--- config.mk ---
export PLATFORM = sky130hd
export DESIGN_NAME = pool_sequencer
export DESIGN_NICKNAME = d
export VERILOG_FILES = /design/src/rtl/accel_pkg.sv /design/src/rtl/window_counter.sv /design/src/rtl/pool_sequencer.sv
export SDC_FILE = /design/constraint.sdc
export NUM_CORES = 1
export LEC_CHECK = 0
export BUFFER_PORTS_ARGS = -buffer_cell sky130_fd_sc_hd__buf_4
export CORE_UTILIZATION = 35
export CTS_CLUSTER_DIAMETER = 30
export DETAILED_ROUTE_END_ITERATION = 10
export GPL_ROUTABILITY_DRIVEN = 0
export PLACE_DENSITY = 0.68
export SLEW_MARGIN = 10
export SYNTH_ARGS = -nofsm -noshare
export SYNTH_HDL_FRONTEND = slang
export SYNTH_SLANG_ARGS = --single-unit
--- constraint.sdc ---
create_clock -name clk -period 2.6 [get_ports clk]
set_clock_uncertainty 0.2 [all_clocks]
set_input_delay 0.52 -clock clk [delete_from_list [all_inputs] [get_ports clk]]
set_output_delay 0.52 -clock clk [all_outputs]
set_load 0.01 [all_outputs]
--- src/rtl/accel_pkg.sv ---
// ============================================================================
// accel_pkg : shared types and constants for the pool sequencer  (rev 1.0)
// ============================================================================
`default_nettype none

package accel_pkg;

    localparam int COORD_W_DEFAULT = 4;

    localparam logic [1:0] Q_TL = 2'd0;
    localparam logic [1:0] Q_TR = 2'd1;
    localparam logic [1:0] Q_BL = 2'd2;
    localparam logic [1:0] Q_BR = 2'd3;

    typedef enum logic [2:0] {
        IDLE = 3'd0,
        REQ  = 3'd1,
        WAIT = 3'd2,
        POOL = 3'd3,
        OUT  = 3'd4,
        DONE = 3'd5
    } seq_state_t;

    // Row/column offset of a quadrant inside its 2x2 pooling window.
    function automatic logic quad_row(input logic [1:0] q);
        return (q == Q_BL) || (q == Q_BR);
    endfunction

    function automatic logic quad_col(input logic [1:0] q);
        return (q == Q_TR) || (q == Q_BR);
    endfunction

endpackage

`default_nettype wire

--- src/rtl/window_counter.sv ---
// ============================================================================
// window_counter : pooling-window row/col and quadrant counters  (rev 1.0)
// ============================================================================
`default_nettype none

module window_counter
    import accel_pkg::*;
#(
    parameter int MAP_W   = 8,
    parameter int MAP_H   = 8,
    parameter int COORD_W = COORD_W_DEFAULT
) (
    input  logic               clk,
    input  logic               rst,
    input  logic               clear_i,
    input  logic               inc_q_i,
    input  logic               inc_win_i,
    output logic [COORD_W-1:0] r_o,
    output logic [COORD_W-1:0] c_o,
    output logic [1:0]         q_o,
    output logic               last_q_o,
    output logic               last_win_o
);

    localparam logic [COORD_W-1:0] C_LAST = COORD_W'(MAP_W / 2 - 1);
    localparam logic [COORD_W-1:0] R_LAST = COORD_W'(MAP_H / 2 - 1);

    logic [COORD_W-1:0] r_q, r_d;
    logic [COORD_W-1:0] c_q, c_d;
    logic [1:0]         q_q, q_d;

    always_comb begin
        r_d = r_q;
        c_d = c_q;
        q_d = q_q;
        if (clear_i) begin
            r_d = '0;
            c_d = '0;
            q_d = Q_TL;
        end else if (inc_win_i) begin
            q_d = Q_TL;
            if (c_q == C_LAST) begin
                c_d = '0;
                r_d = (r_q == R_LAST) ? '0 : r_q + 1'b1;
            end else begin
                c_d = c_q + 1'b1;
            end
        end else if (inc_q_i) begin
            q_d = q_q + 2'd1;
        end
    end

    always_ff @(posedge clk or posedge rst) begin
        if (rst) begin
            r_q <= '0;
            c_q <= '0;
            q_q <= Q_TL;
        end else begin
            r_q <= r_d;
            c_q <= c_d;
            q_q <= q_d;
        end
    end

    assign r_o        = r_q;
    assign c_o        = c_q;
    assign q_o        = q_q;
    assign last_q_o   = (q_q == Q_BR);
    assign last_win_o = (c_q == C_LAST) && (r_q == R_LAST);

endmodule

`default_nettype wire

--- src/rtl/pool_sequencer.sv ---
// ============================================================================
// pool_sequencer : sequences conv requests and 2x2 pooling over one map (rev 1.0)
// ============================================================================
`default_nettype none

module pool_sequencer
    import accel_pkg::*;
#(
    parameter int MAP_W   = 8,
    parameter int MAP_H   = 8,
    parameter int COORD_W = COORD_W_DEFAULT
) (
    input  logic               clk,
    input  logic               rst,
    input  logic               start,
    input  logic               abort,
    output logic               busy,
    output logic               done,
    output logic               conv_req,
    output logic [COORD_W-1:0] conv_row,
    output logic [COORD_W-1:0] conv_col,
    input  logic               conv_valid,
    output logic               pool_acc,
    output logic [1:0]         pool_idx,
    output logic               pool_en,
    output logic               out_valid,
    input  logic               out_ready,
    output logic [COORD_W-1:0] out_row,
    output logic [COORD_W-1:0] out_col
);

    if ((MAP_W % 2) != 0 || MAP_W < 2) begin : g_bad_map_w
        $error("pool_sequencer: MAP_W must be even and >= 2");
    end
    if ((MAP_H % 2) != 0 || MAP_H < 2) begin : g_bad_map_h
        $error("pool_sequencer: MAP_H must be even and >= 2");
    end
    if ((1 << COORD_W) < MAP_W || (1 << COORD_W) < MAP_H) begin : g_bad_coord_w
        $error("pool_sequencer: COORD_W too narrow for the map size");
    end

    seq_state_t         state_q, state_d;
    logic               ctr_clear, ctr_inc_q, ctr_inc_win;
    logic [COORD_W-1:0] win_r, win_c;
    logic [1:0]         win_q;
    logic               last_q, last_win;
    logic               busy_q, done_q, conv_req_q, pool_en_q, out_valid_q;
    logic [COORD_W-1:0] px_row, px_col;

    window_counter #(
        .MAP_W   (MAP_W),
        .MAP_H   (MAP_H),
        .COORD_W (COORD_W)
    ) u_window_counter (
        .clk        (clk),
        .rst        (rst),
        .clear_i    (ctr_clear),
        .inc_q_i    (ctr_inc_q),
        .inc_win_i  (ctr_inc_win),
        .r_o        (win_r),
        .c_o        (win_c),
        .q_o        (win_q),
        .last_q_o   (last_q),
        .last_win_o (last_win)
    );

    // abort overrides every transition, including a same-cycle handshake.
    always_comb begin
        state_d     = state_q;
        ctr_clear   = 1'b0;
        ctr_inc_q   = 1'b0;
        ctr_inc_win = 1'b0;
        if (abort && state_q != IDLE) begin
            state_d   = IDLE;
            ctr_clear = 1'b1;
        end else begin
            case (state_q)
                IDLE: if (start) begin
                    state_d   = REQ;
                    ctr_clear = 1'b1;
                end
                REQ:  state_d = WAIT;
                WAIT: if (conv_valid) begin
                    if (last_q) begin
                        state_d = POOL;
                    end else begin
                        state_d   = REQ;
                        ctr_inc_q = 1'b1;
                    end
                end
                POOL: state_d = OUT;
                OUT:  if (out_ready) begin
                    ctr_inc_win = 1'b1;
                    state_d     = last_win ? DONE : REQ;
                end
                DONE:    state_d = IDLE;
                default: state_d = IDLE;
            endcase
        end
    end

    // Strobes are registered from the next state so they align with it.
    always_ff @(posedge clk or posedge rst) begin
        if (rst) begin
            state_q     <= IDLE;
            busy_q      <= 1'b0;
            done_q      <= 1'b0;
            conv_req_q  <= 1'b0;
            pool_en_q   <= 1'b0;
            out_valid_q <= 1'b0;
        end else begin
            state_q     <= state_d;
            busy_q      <= (state_d != IDLE);
            done_q      <= (state_d == DONE);
            conv_req_q  <= (state_d == REQ);
            pool_en_q   <= (state_d == POOL);
            out_valid_q <= (state_d == OUT);
        end
    end

    assign px_row = (win_r << 1) | {{(COORD_W-1){1'b0}}, quad_row(win_q)};
    assign px_col = (win_c << 1) | {{(COORD_W-1){1'b0}}, quad_col(win_q)};

    assign busy      = busy_q;
    assign done      = done_q;
    assign conv_req  = conv_req_q;
    assign conv_row  = conv_req_q ? px_row : '0;
    assign conv_col  = conv_req_q ? px_col : '0;
    assign pool_acc  = conv_valid & (state_q == WAIT);
    assign pool_idx  = win_q;
    assign pool_en   = pool_en_q;
    assign out_valid = out_valid_q;
    assign out_row   = out_valid_q ? win_r : '0;
    assign out_col   = out_valid_q ? win_c : '0;

endmodule

`default_nettype wire

==> impl_metrics.tcl <==
set metrics [dict create \
    cts.repair.resized 0 \
    synthArstFlopShare_pct 100 \
    routed_wl_um 2230 \
    clk_pin_slew_ns 0.11 \
    synth_flop_cell "dfrtp_1" \
    finalNetCount 150 \
    yosys_register_bits 18 \
    cts_tree "yes" \
    synthCells 106 \
    startpoint_type "flip-flop" \
    outcome "finished with violations" \
    grt_usage_pct 15.4 \
    start_util_pct 37.4 \
    wire_per_inst_um 13.2 \
    overflow 0 \
    crit_type "reg2reg" \
    synth.net_count 117 \
    ant_nets 0 \
    violations "DRC" \
    powerDensity_mw_per_mm2 459 \
    vias_per_cell 5.19 \
    max_stage_delay_ns 0.44 \
    firstDrtPassIters 9 \
    period_minus_slack_ns 2.12 \
    vdd_drop_max_mv 0.304 \
    vias 877 \
    fp.dieW_um 56.7 \
    hold_viol_final 0 \
    min_period_over_period_pct 81.6 \
    yosys.area.top_type "dfrtp_1" \
    io_pins 30 \
    area_delta_synth_final_pct 26.9 \
    cp_slowest_cell "dfrtp_1" \
    yosysWarningCount 0 \
    final.setup.tns_ns 0 \
    cp-end-kind "flip-flop" \
    drv_cap 0 \
    drtIter0Drc 32 \
    setup-violations-final 0 \
    clockBufferDepth 2 \
    grt_max_degree 19 \
    antenna_cells 0 \
    cp_data_arrival_time_ns 2.12 \
    drive_gt1_share_pct 28.3 \
    grt_pass1_vias 761 \
    fp.dieH_um 56.7 \
    io_buffer_count 29 \
    synth.area.top_cells "dfrtp_1 (43%), and2_1 (8.4%), ha_1 (6.0%)" \
    r2r_slack_ns 0.48 \
    drc_errors 4 \
    leakage_nw 0.676 \
    design.core.area_sq_mm 0.00281 \
    grt_pass1_wl_um 3720 \
    hold_buffers 0 \
    postCtsSetupBuffers 0 \
    crit_chain "ha_1 -> or3b_4 -> o41ai_1 -> a21oi_1 -> and3_1" \
    insertion_delay_ns 0.30 \
    yosysUniqueCellTypes 31 \
    cts_root_buf "clkbuf_4" \
    cts_made_buffers 3 \
    setup_slack_ns 0.479 \
    required_ns 2.59 \
    maxSlewViolCount 0 \
    syn_area_per_cell_sq_um 9.89 \
    fmax_ghz 0.471 \
    max_slew.worst_pin.slew_ns 0.707 \
    dieArea_sq_mm 0.00322 \
    rsz0062_at_grt "no" \
    clock_sinks 18 \
    place_ws_ns 0.504 \
    std_cell_rows 19 \
    h-tree-depth 1 \
    yosysSeqAreaShare_pct 43.0 \
    maxSlewHeadroom_pct 52.8 \
    synth_top_area_share_pct 43.0 \
    syn_area_sq_mm 0.00105 \
    hpwl_um 1640 \
    hold_path_class "in2async" \
    antenna_found_initial 0 \
    design_power_total_uw 611 \
    synth-edff-count 0 \
    critPathMaxFanout 6 \
]
state kept, by name, summed over array words and instances (netlist names):
| name | cells |
|---|---|
| u_window_counter.c_o | 4 |
| u_window_counter.r_o | 4 |
| state_q | 3 |
| u_window_counter.q_o | 2 |
| busy | 1 |
| conv_req | 1 |
| done | 1 |
| out_valid | 1 |
| pool_en | 1 |
cell usage after synthesis, types with 3 or more instances:
cell type	n
nand3_1	3
xnor2_1	3
nor3_1	6
a21oi_1	4
o21ai_0	4
nor2b_1	3
and2_1	14
nor2_1	11
inv_1	8
ha_1	5
dfrtp_1	18
cells in the final DEF (no fill, tap or decap), types with 2 or more instances in the layout:
master,netlist,layout
a21oi_1,4,4
nor2b_1,3,3
o21ai_0,4,4
and3_1,2,2
nand4b_1,2,2
a22o_1,2,2
o21a_1,2,2
dfrtp_1,18,18
ha_1,5,5
nor2_1,11,11
inv_1,8,8
xnor2_1,3,3
buf_4,0,29
nand3_1,3,3
clkbuf_4,0,3
nor3_1,6,6
o41ai_1,2,2
nand2_1,2,2
and2_1,14,14
nor3b_1,2,2
routing by layer:
layer / GRT usage, % / part of all wire [%] / vias up / wire length [um]
met4: 5.23 / 0.72 / 0 / 16
met1: 19.2 / 46 / 419 / 1040
met5: 0 / 0 / - / 0
li1: - / - / 430 / -
met2: 24.8 / 47 / 26 / 1060
met3: 5.07 / 5.6 / 2 / 124
worst paths after layout:
path,from,endpoint,depth (start not counted)
worst min-delay path,rst,u_window_counter.c_o[0],2
min in group clk,u_window_counter.c_o[3],u_window_counter.c_o[3],2
worst max register to register,u_window_counter.c_o[0],conv_req,5
max in group asynchronous,rst,state_q[0],2
worst min register to register,u_window_counter.c_o[3],u_window_counter.c_o[3],2
worst max-delay path,u_window_counter.c_o[0],conv_req,5
layout make-up:
type,instances,area (sq um)
inverters,8,30.0
repair buffers,29,218
multi-input cells,79,557
flip-flops and latches,18,450
clock buffers,4,36.3
fillers,273,1480
well taps,31,38.8
worst max-delay path, delay by kind of cell (launching register included):
family | cells | cell delay (ns)
AND/OR/NAND/NOR | 2 | 0.66
AO/OA/AOI/OAI | 2 | 0.50
flip-flops | 1 | 0.44
adder cells (fa/ha/maj) | 1 | 0.21
per-stage QoR:
step	area (sq um)	utilization (%)	hold slack, ns	instances
4_1_cts	1330	47.4	0.139	169
6_report	1330	47.4	0.120	169
3_3_place_gp	1290	46.1	0.365	165
2_1_floorplan	1050	-	0.259	106
5_1_grt	1330	47.4	0.162	169
3_5_place_dp	1290	46.1	0.397	165
where the power goes:
group / internal [mW] / total [mW] / switching (mW)
registers: 0.298 / 0.324 / 0.0254
logic: 0.0487 / 0.110 / 0.0617
clock network: 0.0854 / 0.177 / 0.0917
kinds of logic (layout without fill, tap and decap cells):
family | Yosys count | after routing | synth area share, %
flops | 18 | 18 | 43.0
simple gates | 53 | 53 | 32.2
mux | 2 | 2 | 2.03
xor+xnor | 3 | 3 | 2.51
fa+ha+maj | 5 | 5 | 5.97
buf+inv | 9 | 41 | 3.94
compound gates | 16 | 16 | 10.4
No activity file was read; power rests on OpenSTA's default activity.
